`src/rtl/cpu_pkg.sv`:
```
// rtl/cpu_pkg.sv - shared CPU constants, memop encodings, EX/MEM payload type
// Purpose: widths and encodings shared by the pipeline stages, plus the packed
//          EX/MEM payload bundle and the skid-buffer state type.
// Ports:   none (package)
package cpu_pkg;

    localparam int XLEN       = 32;
    localparam int REG_ADDR_W = 5;
    localparam int MEMOP_W    = 3;

    // funct3 access size/sign codes; loads and stores share the size encoding
    localparam logic [MEMOP_W-1:0] MEMOP_LB  = 3'b000;
    localparam logic [MEMOP_W-1:0] MEMOP_LH  = 3'b001;
    localparam logic [MEMOP_W-1:0] MEMOP_LW  = 3'b010;
    localparam logic [MEMOP_W-1:0] MEMOP_LBU = 3'b100;
    localparam logic [MEMOP_W-1:0] MEMOP_LHU = 3'b101;
    localparam logic [MEMOP_W-1:0] MEMOP_SB  = 3'b000;
    localparam logic [MEMOP_W-1:0] MEMOP_SH  = 3'b001;
    localparam logic [MEMOP_W-1:0] MEMOP_SW  = 3'b010;

    typedef struct packed {
        logic [XLEN-1:0]       alu_result;
        logic [XLEN-1:0]       store_data;
        logic [XLEN-1:0]       pc;
        logic [REG_ADDR_W-1:0] rd;
        logic                  reg_we;
        logic                  mem_rd;
        logic                  mem_wr;
        logic [MEMOP_W-1:0]    memop;
    } ex_mem_payload_t;

    localparam int EX_MEM_PAYLOAD_W = $bits(ex_mem_payload_t);

    typedef enum logic [1:0] {
        SKID_EMPTY = 2'd0,
        SKID_BUSY  = 2'd1,
        SKID_FULL  = 2'd2
    } skid_state_t;

endpackage

```
`src/rtl/pipe_skid_buf.sv`:
```
// rtl/pipe_skid_buf.sv - generic 2-entry valid/ready skid buffer with flush
// Purpose: full-throughput register slice whose in_ready comes straight from a flop.
// Ports:   clk, reset_n (async active-low), flush (sync kill of all beats),
//          in_valid/in_ready/in_data (upstream), out_valid/out_ready/out_data
//          (downstream, out_data is the main register).
module pipe_skid_buf
    import cpu_pkg::*;
#(
    parameter int WIDTH = 8
) (
    input  logic             clk,
    input  logic             reset_n,
    input  logic             flush,
    input  logic             in_valid,
    output logic             in_ready,
    input  logic [WIDTH-1:0] in_data,
    output logic             out_valid,
    input  logic             out_ready,
    output logic [WIDTH-1:0] out_data
);

    skid_state_t      state_q, state_d;
    logic [WIDTH-1:0] main_q, main_d;
    logic [WIDTH-1:0] skid_q, skid_d;
    logic             in_ready_q, in_ready_d;
    logic             out_valid_q, out_valid_d;
    logic             accept;
    logic             drain;

    assign accept = in_valid & in_ready_q;
    assign drain  = out_valid_q & out_ready;

    always_comb begin
        state_d = state_q;
        main_d  = main_q;
        skid_d  = skid_q;
        if (flush) begin
            // payload registers keep their stale contents; only validity is killed
            state_d = SKID_EMPTY;
        end else begin
            case (state_q)
                SKID_EMPTY: begin
                    if (accept) begin
                        main_d  = in_data;
                        state_d = SKID_BUSY;
                    end
                end
                SKID_BUSY: begin
                    if (accept && drain) begin
                        main_d = in_data;
                    end else if (accept) begin
                        skid_d  = in_data;
                        state_d = SKID_FULL;
                    end else if (drain) begin
                        state_d = SKID_EMPTY;
                    end
                end
                SKID_FULL: begin
                    // in_ready is low here, so no accept can collide with promotion
                    if (drain) begin
                        main_d  = skid_q;
                        state_d = SKID_BUSY;
                    end
                end
                default: state_d = SKID_EMPTY;
            endcase
        end
        in_ready_d  = (state_d != SKID_FULL);
        out_valid_d = (state_d != SKID_EMPTY);
    end

    always_ff @(posedge clk or negedge reset_n) begin
        if (!reset_n) begin
            state_q     <= SKID_EMPTY;
            main_q      <= '0;
            skid_q      <= '0;
            in_ready_q  <= 1'b1;
            out_valid_q <= 1'b0;
        end else begin
            state_q     <= state_d;
            main_q      <= main_d;
            skid_q      <= skid_d;
            in_ready_q  <= in_ready_d;
            out_valid_q <= out_valid_d;
        end
    end

    assign in_ready  = in_ready_q;
    assign out_valid = out_valid_q;
    assign out_data  = main_q;

endmodule

```
`src/rtl/ex_mem_skid_stage.sv`:
```
// rtl/ex_mem_skid_stage.sv - execute->memory pipeline stage over a skid buffer
// Purpose: captures ALU result, store data, PC, rd and mem/wb controls and hands
//          them to the memory stage with valid/ready at 1 beat/cycle.
// Ports:   clk, reset_n (async active-low), flush; in_valid/in_ready + in_* payload
//          from execute; out_valid/out_ready + out_* payload to memory stage.
module ex_mem_skid_stage
    import cpu_pkg::*;
(
    input  logic                  clk,
    input  logic                  reset_n,
    input  logic                  flush,
    input  logic                  in_valid,
    output logic                  in_ready,
    input  logic [XLEN-1:0]       in_alu_result,
    input  logic [XLEN-1:0]       in_store_data,
    input  logic [XLEN-1:0]       in_pc,
    input  logic [REG_ADDR_W-1:0] in_rd,
    input  logic                  in_reg_we,
    input  logic                  in_mem_rd,
    input  logic                  in_mem_wr,
    input  logic [MEMOP_W-1:0]    in_memop,
    output logic                  out_valid,
    input  logic                  out_ready,
    output logic [XLEN-1:0]       out_alu_result,
    output logic [XLEN-1:0]       out_store_data,
    output logic [XLEN-1:0]       out_pc,
    output logic [REG_ADDR_W-1:0] out_rd,
    output logic                  out_reg_we,
    output logic                  out_mem_rd,
    output logic                  out_mem_wr,
    output logic [MEMOP_W-1:0]    out_memop
);

    ex_mem_payload_t in_payload;
    ex_mem_payload_t out_payload;

    always_comb begin
        in_payload            = '0;
        in_payload.alu_result = in_alu_result;
        in_payload.store_data = in_store_data;
        in_payload.pc         = in_pc;
        in_payload.rd         = in_rd;
        // x0 is hardwired, so a write to it is dropped here rather than in writeback
        in_payload.reg_we     = in_reg_we & (in_rd != '0);
        in_payload.mem_rd     = in_mem_rd;
        in_payload.mem_wr     = in_mem_wr;
        in_payload.memop      = in_memop;
    end

    pipe_skid_buf #(
        .WIDTH(EX_MEM_PAYLOAD_W)
    ) u_skid (
        .clk      (clk),
        .reset_n  (reset_n),
        .flush    (flush),
        .in_valid (in_valid),
        .in_ready (in_ready),
        .in_data  (in_payload),
        .out_valid(out_valid),
        .out_ready(out_ready),
        .out_data (out_payload)
    );

    assign out_alu_result = out_payload.alu_result;
    assign out_store_data = out_payload.store_data;
    assign out_pc         = out_payload.pc;
    assign out_rd         = out_payload.rd;
    assign out_reg_we     = out_payload.reg_we;
    assign out_mem_rd     = out_payload.mem_rd;
    assign out_mem_wr     = out_payload.mem_wr;
    assign out_memop      = out_payload.memop;

    a_no_load_store: assert property (@(posedge clk) disable iff (!reset_n)
        in_valid |-> !(in_mem_rd && in_mem_wr));

endmodule

```
`config.mk`:
```
export PLATFORM = sky130hd
export DESIGN_NAME = ex_mem_skid_stage
export DESIGN_NICKNAME = d
export VERILOG_FILES = /design/src/rtl/cpu_pkg.sv /design/src/rtl/pipe_skid_buf.sv /design/src/rtl/ex_mem_skid_stage.sv
export SDC_FILE = /design/constraint.sdc
export NUM_CORES = 1
export LEC_CHECK = 0
export ABC_AREA = 1
export BUFFER_PORTS_ARGS = -buffer_cell sky130_fd_sc_hd__buf_2
export CAP_MARGIN = 40
export CORE_ASPECT_RATIO = 0.8
export CORE_MARGIN = 4
export CORE_UTILIZATION = 55
export CTS_CLUSTER_DIAMETER = 50
export DETAILED_ROUTE_END_ITERATION = 16
export GPL_TIMING_DRIVEN = 0
export HOLD_SLACK_MARGIN = 0.06
export PLACE_DENSITY = 0.8
export SLEW_MARGIN = 10
export SYNTH_ARGS = -nofsm -noshare
export SYNTH_HDL_FRONTEND = slang
export SYNTH_HIERARCHICAL = 1
export SYNTH_SLANG_ARGS = --single-unit
export TNS_END_PERCENT = 10
```
`constraint.sdc`:
```
create_clock -name clk -period 1.8 [get_ports clk]
set_input_delay 0.18 -clock clk [delete_from_list [all_inputs] [get_ports clk]]
set_output_delay 0.18 -clock clk [all_outputs]
set_load 0.05 [all_outputs]
```
==> impl_table.tex <==
\begin{tabular}{lr}
\hline
Metric & Value \\
\hline
\multicolumn{2}{l}{\textbf{Clock network}} \\
Number of buffers created by CTS & 23 \\
Clock sink count & 218 \\
Clock Pin Slew Worst Setup and Hold Paths & 0.06 ns \\
Clock tree from TritonCTS & built \\
Worst-Skew Late Latency & between 0.5 and 0.6 ns \\
H-tree lvl count & 1 \\
Longest Clk Path Bufs & 3 \\
Library cell used as clock root buffer & sky130\_fd\_sc\_hd\_\_clkbuf\_16 \\
\multicolumn{2}{l}{\textbf{Power and ir drop}} \\
PD cells & 1610 nW/um\^{}2 \\
Tot Pwr & 22.8 mW \\
Lkg Pwr & 7.66 nW \\
Peak VDD IR & $\sim$1.2 mV \\
\multicolumn{2}{l}{\textbf{Critical path}} \\
Worst flop-to-flop path startpoint & u\_skid/in\_ready \\
Data arrival time of the worst path & 2.20 ns \\
Worst path required time & 2.24 ns \\
Slowest cell on crit path & sky130\_fd\_sc\_hd\_\_dfstp\_2 \\
Critical path type & reg2reg \\
Critical path, cell by cell & nand2\_2, nor2\_4, nor2\_8, inv\_6, clkbuf\_1, nand3\_1, nand2\_1 \\
Kind of start point of the critical path & register \\
Delay of the slowest cell on the worst path & around 0.56 ns \\
Highest net fanout along the worst path & 10 \\
Worst Setup End Kind & register \\
Critical path origin & u\_skid/in\_ready \\
\multicolumn{2}{l}{\textbf{Route}} \\
DRC violation count after routing & 0 \\
Routed via count divided by cell count & 5.15 \\
First-pass DRT Iterations & 5 \\
DR vias & 10000 \\
Total routed wirelength & 30.5 mm \\
Initial detailed-routing violation count & about 800 \\
Antenna viol nets, final & 0 \\
Average wire per standard cell & 15.6 um \\
\multicolumn{2}{l}{\textbf{Hold path}} \\
Worst min-delay path category & in2async \\
\multicolumn{2}{l}{\textbf{Die}} \\
I/O pin count & 221 \\
Area of the placeable core & 19000 sq um \\
Die width & 164 um \\
Die area & 21700 sq um \\
Die Ht & 133 um \\
Site row count & 45 \\
Starting density of the core & a little under three fifths \\
\multicolumn{2}{l}{\textbf{Layout}} \\
Top library cells by usage in the layout, fill and taps aside & sky130\_fd\_sc\_hd\_\_nand2\_1, sky130\_fd\_sc\_hd\_\_buf\_2, sky130\_fd\_sc\_hd\_\_inv\_1 \\
Area growth from synthesis to layout & 32.7\% \\
Final nets & 1786 \\
Most common library cell in the layout ignoring fill and taps & sky130\_fd\_sc\_hd\_\_nand2\_1 \\
Share of final-layout standard cells stronger than drive strength 1 & 20.7\% \\
Number of non-filler instances in the completed layout & 1950 \\
Post-route cell area & 14200 sq um \\
\multicolumn{2}{l}{\textbf{Global route}} \\
Number of global-route vias before repair & 10000 \\
Maximum number of pins on one net before global-route repair & between 100 and 150 \\
Wire length of the first global-routing pass & 49.6 mm \\
Total track usage & 27.8\% \\
Remaining Overflow, GRT & 0 \\
Initial antenna violation count & 2 \\
\multicolumn{2}{l}{\textbf{Outcome}} \\
Outcome & finished, final reports clean \\
\multicolumn{2}{l}{\textbf{STA}} \\
Final cycle utilization of the critical path & 97.9\% \\
Final Hold Vio Count & 0 \\
Setup slack after layout & 0.0382 ns \\
Worst slew pin tran & 0.541 ns \\
Shortest clock period the worst path allows after layout & 1.76 ns \\
Pins over their slew limit & 0 \\
Setup repair after global routing missed its margin & true \\
Post-route setup TNS & 0 ns \\
Final setup violation count & 0 \\
Worst slew margin relative to its limit & 63.9\% \\
Worst clock skew on the final layout & roughly 0.012 ns \\
Highest Clock Rate & between 500 and 600 MHz \\
\multicolumn{2}{l}{\textbf{Yosys}} \\
Number of warnings printed during yosys synthesis & 6 \\
Yosys cell types & 23 \\
Number of nets produced by synthesis & 1425 \\
Sequential-to-total area share from yosys stat & 51.1\% \\
Number of synthesized register bits & 218 \\
Synth Area per Inst & 8.14 sq um \\
Synthesized area & about 11000 sq um \\
Gate Count Post-Synth & 1313 \\
\multicolumn{2}{l}{\textbf{Placed design}} \\
Number of buffers added on ports & 220 \\
Post-DP HPWL & 19.1 mm \\
Count of placed standard cells including taps & 1793 \\
Worst setup timing slack at the placement stage & -0.0906 ns \\
Area of placed instances & 12200 sq um \\
Final Wtd Congestion & 0.853 \\
\multicolumn{2}{l}{\textbf{Job}} \\
Max-Cap Viols & 0 \\
\hline
\end{tabular}
## metrics by stage
stage / util [%] / hold WS [ns]
finish: 74.5 / 0.117
detailed placement: 64.0 / 0.0390
global route: 74.5 / 0.114
CTS: 74.3 / 0.104
floorplan: - / -0.116
global placement: 63.6 / 0.439
## critical path: cells and delay by family, from the launching register on
kind                   cells  cell delay, ns
buffers and inverters      2            0.51
flip-flops                 1            0.56
AND/OR/NAND/NOR            5            0.62
## cells by family after synthesis
| kind of cell | count (synthesis) | synth area share, % |
|---|---|---|
| AO/OA/AOI/OAI | 324 | 17.8 |
| flip-flops | 218 | 51.1 |
| buffers and inverters | 315 | 12.5 |
| AND/OR/NAND/NOR | 456 | 18.6 |
## layer usage
metal  part of all wire, %  vias up  global-route usage (%)
met5                     0        -                       0
met1                    43     4755                    38.1
li1                      -     4844                       -
met3                   7.0       59                    5.48
met2                    47      389                    45.9
met4                   2.4        0                    6.71
## repair_timing
item	in CTS	in global routing
gates resized for setup	5	17
hold buffers	109	0
cloned	0	0
setup endpoints to repair	179	93
endpoints found under the hold margin	245	0
setup buffers	5	0
pin swaps	2	0
## flip-flops by register name, indices dropped and copies added (netlist names)
signal and cells:
u_skid/skid_q 107, u_skid/in_ready 1, u_skid/out_data 107, u_skid/state_q 2
u_skid/out_valid 1
## path summary, 6_finish.rpt
check	endpoint	slack, ns	depth (start not counted)
max in group asynchronous	u_skid/in_ready	0.49	4
max	u_skid/out_data[97]	0.04	7
min reg2reg	u_skid/skid_q[1]	0.49	2
min	u_skid/out_data[99]	0.12	2
max reg2reg	u_skid/out_data[97]	0.04	7
min in group clk	u_skid/state_q[0]	0.22	6
## power breakdown
group	switching (mW)	internal, mW
clock network	1.92	3.10
logic	6.81	2.73
registers	1.15	7.10
## cell usage after synthesis
cell type / n / area (sq um)
sky130_fd_sc_hd__nand2_1: 306 / 1150
sky130_fd_sc_hd__inv_1: 222 / 833
sky130_fd_sc_hd__dfrtp_1: 217 / 5430
sky130_fd_sc_hd__o21ai_0: 160 / 801
sky130_fd_sc_hd__o21bai_1: 107 / 803
sky130_fd_sc_hd__nand3_1: 100 / 500
sky130_fd_sc_hd__buf_2: 35 / 175
sky130_fd_sc_hd__clkbuf_1: 30 / 113
sky130_fd_sc_hd__nor2_1: 30 / 113
sky130_fd_sc_hd__o21ai_1: 30 / 150
sky130_fd_sc_hd__a21oi_1: 26 / 130
sky130_fd_sc_hd__nand3_2: 11 / 110
sky130_fd_sc_hd__buf_6: 10 / 113
sky130_fd_sc_hd__buf_4: 9 / 67.6
sky130_fd_sc_hd__buf_1: 7 / 26.3
sky130_fd_sc_hd__nor2_4: 3 / 33.8
sky130_fd_sc_hd__inv_4: 2 / 12.5
sky130_fd_sc_hd__nand2_2: 2 / 12.5
sky130_fd_sc_hd__nor2_8: 2 / 40.0
sky130_fd_sc_hd__a21oi_4: 1 / 16.3
sky130_fd_sc_hd__dfstp_2: 1 / 26.3
sky130_fd_sc_hd__nand2_4: 1 / 11.3
sky130_fd_sc_hd__nand3_4: 1 / 17.5
## layout make-up
type	instances	area [sq um]
Antenna cell	2	5.00
Buffer	91	524
Clock buffer	34	697
Clock inverter	7	114
Fill cell	1398	4860
Inverter	224	848
Multi-Input combinational cell	780	3900
Sequential cell	218	5460
Tap cell	258	323
Timing Repair Buffer	336	2310
No activity file was read; power rests on OpenSTA's default activity.
